[src/rtl/lsu_pkg.sv]
// Shared types and helpers for the load/store unit.
// Combinational helpers only; no latency and no backpressure.
// Used by lsu_ctrl and lsu_load_extract.
package lsu_pkg;

    localparam int MEM_AW = 16;

    typedef enum logic [2:0] {
        F3_B  = 3'b000,
        F3_H  = 3'b001,
        F3_W  = 3'b010,
        F3_BU = 3'b100,
        F3_HU = 3'b101
    } funct3_e;

    typedef enum logic {
        ST_IDLE = 1'b0,
        ST_HI   = 1'b1
    } state_e;

    // Unsigned loads have no store counterpart, so BU/HU stores fall back to W.
    function automatic funct3_e norm_funct3(input logic [2:0] f3, input logic we);
        case (f3)
            3'b000:  return F3_B;
            3'b001:  return F3_H;
            3'b100:  return we ? F3_W : F3_BU;
            3'b101:  return we ? F3_W : F3_HU;
            default: return F3_W;
        endcase
    endfunction

    function automatic logic [2:0] size_bytes(input funct3_e f3);
        case (f3)
            F3_B, F3_BU: return 3'd1;
            F3_H, F3_HU: return 3'd2;
            default:     return 3'd4;
        endcase
    endfunction

    function automatic logic [3:0] size_mask(input funct3_e f3);
        case (f3)
            F3_B, F3_BU: return 4'b0001;
            F3_H, F3_HU: return 4'b0011;
            default:     return 4'b1111;
        endcase
    endfunction

    function automatic logic is_cross(input logic [1:0] off, input funct3_e f3);
        return ({1'b0, off} + size_bytes(f3)) > 3'd4;
    endfunction

endpackage

[src/rtl/lsu_load_extract.sv]
// Aligns a {hi,lo} memory pair by byte offset and sign/zero-extends the load.
// Purely combinational; no backpressure.
// Upper bytes of the shifted pair are discarded by design.
module lsu_load_extract
    import lsu_pkg::*;
(
    input  logic [63:0] data,
    input  logic [1:0]  off,
    input  funct3_e     funct3,
    output logic [31:0] result
);

    logic [63:0] shifted;
    logic        unused_upper;

    assign shifted      = data >> {off, 3'b000};
    assign unused_upper = ^shifted[63:32];

    always_comb begin
        result = shifted[31:0];
        case (funct3)
            F3_B:    result = {{24{shifted[7]}}, shifted[7:0]};
            F3_H:    result = {{16{shifted[15]}}, shifted[15:0]};
            F3_BU:   result = {24'h0, shifted[7:0]};
            F3_HU:   result = {16'h0, shifted[15:0]};
            default: result = shifted[31:0];
        endcase
    end

endmodule

[src/rtl/lsu_ctrl.sv]
// RV32I load/store control to a 16-bit synchronous-read data memory; LSU_MISALIGN_EN splits word-crossing accesses.
// Latency: load data one cycle after the final memory access (two cycles for a split load).
// Backpressure: o_stall holds MEM for the lo half of a split access only; aligned traffic never stalls.
module lsu_ctrl
    import lsu_pkg::*;
(
    input  logic              i_clk,
    input  logic              i_reset,
    input  logic              i_req_valid,
    input  logic              i_req_we,
    input  logic [2:0]        i_req_funct3,
    input  logic [31:0]       i_req_addr,
    input  logic [31:0]       i_req_wdata,
    output logic              o_stall,
    output logic [MEM_AW-1:0] o_mem_addr,
    output logic [31:0]       o_mem_wdata,
    output logic [3:0]        o_mem_bmask,
    output logic              o_mem_wren,
    input  logic [31:0]       i_mem_rdata,
    output logic              o_ld_valid,
    output logic [31:0]       o_ld_data,
    output logic              o_misalign
);

    funct3_e           req_f3;
    logic [1:0]        req_off;
    logic [MEM_AW-3:0] req_word;
    logic [7:0]        req_mask8;
    logic [63:0]       req_data64;
    logic              req_cross;
    logic              unused_addr_hi;

    assign req_f3         = norm_funct3(i_req_funct3, i_req_we);
    assign req_off        = i_req_addr[1:0];
    assign req_word       = i_req_addr[MEM_AW-1:2];
    assign req_mask8      = {4'b0000, size_mask(req_f3)} << req_off;
    assign req_data64     = {32'h0, i_req_wdata} << {req_off, 3'b000};
    assign req_cross      = is_cross(req_off, req_f3);
    assign unused_addr_hi = ^i_req_addr[31:MEM_AW];

    logic        trk_pend_q;
    funct3_e     trk_f3_q;
    logic [1:0]  trk_off_q;
    logic [31:0] ld_lo;
    logic [31:0] ld_result;

    lsu_load_extract u_extract (
        .data   ({i_mem_rdata, ld_lo}),
        .off    (trk_off_q),
        .funct3 (trk_f3_q),
        .result (ld_result)
    );

    assign o_ld_valid = trk_pend_q;

`ifdef LSU_MISALIGN_EN
    state_e            state_q;
    state_e            state_d;
    logic [MEM_AW-3:0] hi_word_q;
    logic [3:0]        hi_bmask_q;
    logic [31:0]       hi_wdata_q;
    logic              hi_we_q;
    funct3_e           hi_f3_q;
    logic [1:0]        hi_off_q;
    logic [31:0]       hold_q;
    logic              trk_split_q;

    assign o_misalign = 1'b0;
    assign ld_lo      = trk_split_q ? hold_q : i_mem_rdata;
    assign o_ld_data  = ld_result;

    always_comb begin
        state_d     = state_q;
        o_mem_addr  = {req_word, 2'b00};
        o_mem_bmask = req_mask8[3:0];
        o_mem_wdata = req_data64[31:0];
        o_mem_wren  = i_req_valid & i_req_we;
        o_stall     = 1'b0;
        if (state_q == ST_HI) begin
            o_mem_addr  = {hi_word_q, 2'b00};
            o_mem_bmask = hi_bmask_q;
            o_mem_wdata = hi_wdata_q;
            o_mem_wren  = hi_we_q;
            state_d     = ST_IDLE;
        end else if (i_req_valid && req_cross) begin
            o_stall = 1'b1;
            state_d = ST_HI;
        end
        if (i_reset) begin
            o_mem_wren = 1'b0;
            o_stall    = 1'b0;
        end
    end

    always_ff @(posedge i_clk) begin
        if (i_reset) begin
            state_q     <= ST_IDLE;
            hi_word_q   <= '0;
            hi_bmask_q  <= '0;
            hi_wdata_q  <= '0;
            hi_we_q     <= 1'b0;
            hi_f3_q     <= F3_B;
            hi_off_q    <= '0;
            hold_q      <= '0;
            trk_pend_q  <= 1'b0;
            trk_f3_q    <= F3_B;
            trk_off_q   <= '0;
            trk_split_q <= 1'b0;
        end else begin
            state_q    <= state_d;
            trk_pend_q <= 1'b0;
            if (state_q == ST_HI) begin
                // lo-word read data arrives during the HI cycle
                hold_q      <= i_mem_rdata;
                trk_pend_q  <= ~hi_we_q;
                trk_f3_q    <= hi_f3_q;
                trk_off_q   <= hi_off_q;
                trk_split_q <= 1'b1;
            end else if (i_req_valid) begin
                if (req_cross) begin
                    hi_word_q  <= req_word + 1'b1;
                    hi_bmask_q <= req_mask8[7:4];
                    hi_wdata_q <= req_data64[63:32];
                    hi_we_q    <= i_req_we;
                    hi_f3_q    <= req_f3;
                    hi_off_q   <= req_off;
                end else begin
                    trk_pend_q  <= ~i_req_we;
                    trk_f3_q    <= req_f3;
                    trk_off_q   <= req_off;
                    trk_split_q <= 1'b0;
                end
            end
        end
    end
`else
    logic trk_zero_q;
    logic unused_hi_half;

    assign unused_hi_half = ^{req_mask8[7:4], req_data64[63:32]};
    assign ld_lo          = i_mem_rdata;
    assign o_ld_data      = trk_zero_q ? 32'h0 : ld_result;

    always_comb begin
        o_mem_addr  = {req_word, 2'b00};
        o_mem_bmask = req_mask8[3:0];
        o_mem_wdata = req_data64[31:0];
        o_mem_wren  = i_req_valid & i_req_we & ~req_cross & ~i_reset;
        o_misalign  = i_req_valid & req_cross & ~i_reset;
        o_stall     = 1'b0;
    end

    always_ff @(posedge i_clk) begin
        if (i_reset) begin
            trk_pend_q <= 1'b0;
            trk_f3_q   <= F3_B;
            trk_off_q  <= '0;
            trk_zero_q <= 1'b0;
        end else begin
            trk_pend_q <= i_req_valid & ~i_req_we;
            if (i_req_valid && !i_req_we) begin
                trk_f3_q   <= req_f3;
                trk_off_q  <= req_off;
                trk_zero_q <= req_cross;
            end
        end
    end
`endif

endmodule

[config.mk]
export PLATFORM = sky130hd
export DESIGN_NAME = lsu_ctrl
export DESIGN_NICKNAME = d
export VERILOG_FILES = /design/src/rtl/lsu_pkg.sv /design/src/rtl/lsu_load_extract.sv /design/src/rtl/lsu_ctrl.sv
export SDC_FILE = /design/constraint.sdc
export NUM_CORES = 1
export LEC_CHECK = 0
export BUFFER_PORTS_ARGS = -buffer_cell sky130_fd_sc_hd__buf_4
export CORE_ASPECT_RATIO = 0.8
export CORE_UTILIZATION = 39
export DETAILED_ROUTE_END_ITERATION = 6
export PLACE_DENSITY = 0.89
export SYNTH_ARGS = -nofsm -noshare
export SYNTH_HDL_FRONTEND = slang
export SYNTH_SLANG_ARGS = --single-unit
[constraint.sdc]
create_clock -name i_clk -period 2.9 [get_ports i_clk]
set_input_delay 0.435 -clock i_clk [delete_from_list [all_inputs] [get_ports i_clk]]
set_output_delay 0.435 -clock i_clk [all_outputs]
set_load 0.05 [all_outputs]
==> qor.log <==
INFO  yosys          synth.cell_area=2140um^2
INFO  worst_setup_path worst_setup_path_end_kind=primary output
INFO  cts            number_of_h_tree_levels=1
INFO  worst_setup_path critPathArrivalTime=2.16ns
INFO  detailed_routing wl_met2=3.55mm
INFO  worst_setup_path reg2reg_setup_slack=1.63ns
INFO  sta            rsz0062_at_grt=no
INFO  global_routing grt_pass1_vias=2224
INFO  sta            timing.final.setup_violations=0
INFO  sta            fin_setup_tns=0ns
INFO  outcome        failed_checks=design-rule violations
INFO  worst_setup_path crit-reg2reg-launch=trk_off_q[1]
INFO  worst_setup_path cp-startpoint=i_req_funct3[2]
INFO  worst_setup_path worst_setup_path_start_kind=input pin
INFO  layout         layout.cell_area.non_filler=3120um^2
INFO  worst_setup_path timing.reg2reg.worst_path_depth=3
INFO  layout         final-instance-count-excl-fill=446
INFO  cts            cts_hold_repair.buffers=0
INFO  sta            fin_crit=2.60ns
INFO  hold_path      hp-class=input pin to flip-flop
INFO  yosys          most_numerous_cell_in_the_yosys_netlist=mux2i_1
INFO  cts            post_cts.repair.setup_buffers=0
INFO  yosys          yosys_warnings=0
INFO  yosys          postSynth.asyncResetShare=0%
INFO  floorplanning  die_w=84.9um
INFO  pwr            p_per_area=380nW/um^2
INFO  sta            maximum_clock_rate=385MHz
INFO  place          hpwl_after_detailed_placement=5.69mm
INFO  detailed_routing via_count=2448
INFO  detailed_routing first_pass_iters=6
INFO  cts            clkSinkCount=7
INFO  cts            cts.repair.resized=0
INFO  layout         area.growth.synth_to_final=45.6%
INFO  sta            setup_slack_of_the_critical_path_after_layout=0.301ns
INFO  detailed_routing highest-signal-layer=met4
INFO  yosys          synthDominantAreaCellType=mux2i_1
INFO  sta            hold_viol_final=0
INFO  hold_path      worst_hold_startpoint=i_reset
INFO  worst_setup_path critPathKind=input pin to primary output
INFO  worst_setup_path crit_fanout=4
INFO  cts            clock_tree.root_cell=clkbuf_8
INFO  cts            path_clk_slew=0.04ns
INFO  cts            clock_path_buffers=2
INFO  place          gp_routability_congestion=0.835
INFO  layout         nNetsFinal=491
INFO  place          total_instance_count_after_detailed_placement=442
INFO  outcome        status=complete, but fails checks
INFO  yosys          synth_seq_cells=7
INFO  place          place_ws=0.298ns
INFO  yosys          yosys.cell_types.count=37
INFO  yosys          ys_top_cells_by_area=mux2i_1, mux2_2, dfxtp_1
INFO  detailed_routing dr.first_iter.drc_count=156
INFO  floorplanning  initial_utilization=41.6%
INFO  detailed_routing wl=7.11mm
INFO  sta            period_utilisation_layout=89.6%
INFO  pwr            power.static_leakage=1.39nW
INFO  yosys          number_of_flops_mapped_to_enable_cells_by_yosys=0
INFO  detailed_routing ant_nets=0
INFO  detailed_routing met1Wirelength=3.27mm
INFO  floorplanning  die_area=5800um^2
INFO  detailed_routing routed-wl-met3=256um
INFO  pwr            ir_worst_vdd=265uV
INFO  detailed_routing avgViaCountPerCell=5.49
INFO  cts            cts_buffers=3
INFO  yosys          synth_seq_area_share=6.53%
INFO  global_routing grt_overflow_total=0
INFO  sta            transition_time_at_the_pin_with_the_least_slew_margin=0.684ns
INFO  floorplanning  cell_rows=23
INFO  hold_path      min_delay_path_depth=2
INFO  worst_setup_path critical_path_required=2.47ns
INFO  sta            finalMaxSlewViolations=0
INFO  global_routing globalRouteTotalUtil=22.7%
INFO  cts            clk-insertion-delay-late=0.22ns
INFO  layout         num_antenna_cells=0
INFO  floorplanning  die_h=68.3um
INFO  place          dpl_cell_area=3080um^2
INFO  detailed_routing drc_errors=4
INFO  global_routing antenna_found_initial=0
INFO  yosys          synth_top_area_share=27.1%
INFO  detailed_routing wl_per_cell=16.0um
INFO  yosys          synthesis.instances=275
INFO  yosys          synth.cells.most_frequent=mux2i_1, nor2_1, a21oi_1, buf_4, a211oi_1
INFO  sta            max_slew_margin=54.3%
INFO  cts            tritoncts=built
INFO  floorplanning  io-pin-count=191
INFO  place          buffer_ports.inserted=143
INFO  hold_path      min_to=trk_f3_q[2]
INFO  worst_setup_path worst_r2r_endpoint=trk_off_q[1]
INFO  yosys          syn_avg_cell_area=7.80um^2
INFO  sta            final.setup_skew=0ns
INFO  floorplanning  floorplan.core_area=5150um^2
INFO  layout         drive_above_1_share=45.1%
INFO  global_routing grt_max_degree=37
INFO  job            drv_cap=0
INFO  yosys          dominantRegCellSynth=dfxtp_1
INFO  global_routing grt_first_pass_wirelength=10.7mm
==> report_power, final <==
part	internal, W	leakage (nW)	switching [W]	total, W
sequential	0.000101	0.0576	0.0000101	0.000111
clock	0.0000951	0.0228	0.0000417	0.000137
combinational	0.000318	1.31	0.000620	0.000938
total	0.000515	1.39	0.000672	0.00119
==> cells by family (layout without fill, tap and decap cells) <==
group                      after synthesis  count (layout)  share of synthesized area (%)
muxes                                   77              77                           39.7
DFF                                      7               7                           6.53
xor gates and xnor gates                 1               1                          0.408
and+or+nand+nor                         64              64                           14.9
AOI/OAI and AO/OA                       74              74                           23.3
buffers and inverters                   48             155                           12.9
other                                    1               3                          0.175
adders and majority gates                3               3                           2.10
==> layout by cell type (no fill, tap or decap), drive strengths merged <==
cell type,netlist,layout
buf,33,148
mux2i,59,59
nor2,24,24
a21oi,22,22
a211oi,16,16
mux2,14,14
nor2b,12,12
nand2,12,12
o2bb2ai,9,9
o21ai,9,9
o22a,8,8
and2,8,8
o22ai,7,7
dfxtp,7,7
mux4,4,4
clkbuf,12,4
inv,3,3
conb,1,3
nand2b,2,2
ha,2,2
or3,1,1
nor3,1,1
o21bai,1,1
a21o,1,1
xnor2,1,1
nand3b,1,1
and4b,1,1
a32o,1,1
nor4bb,1,1
or3b,1,1
fa,1,1
==> metrics by stage <==
step,util [%],hold slack (ns),power [W]
6_report,60.6,0.442,0.00119
5_1_grt,60.6,0.441,0.00124
4_1_cts,60.6,0.435,0.00119
3_5_place_dp,59.7,0.483,0.00105
3_3_place_gp,59.7,0.459,0.00103
2_1_floorplan,-,0.441,0.000806
==> cell type report <==
cell class / instances / area (um^2)
clock buffers: 4 / 45.0
fillers: 460 / 2030
inverters: 3 / 11.3
multi-input cells: 222 / 1740
flip-flops and latches: 7 / 141
well taps: 62 / 77.6
repair buffers: 148 / 1110
==> critical path, stage by stage <==
cell	delay, ns
buf_4	0.12
a21o_1	0.21
nor2_1	0.16
ha_1	0.17
inv_1	0.05
fa_1	0.37
xnor2_1	0.25
and4b_1	0.22
buf_4	0.19
==> state kept, by name, indices dropped and copies added (netlist names) <==
name	flops
trk_zero_q	1
trk_f3_q	3
trk_off_q	2
o_ld_valid	1
==> layer usage <==
metal	track usage [%]	vias up
met5	0	-
met4	3.39	0
met3	2.77	4
met2	38.7	84
met1	31.6	1147
li1	-	1213
==> worst max path at each step <==
stage	end	cells after the start
after detailed placement	o_misalign	9
final	o_misalign	9
after global routing	o_misalign	9
after CTS	o_misalign	9
after floorplan	o_mem_wren	6
after global placement	o_misalign	9
No activity file was read; power rests on OpenSTA's default activity.
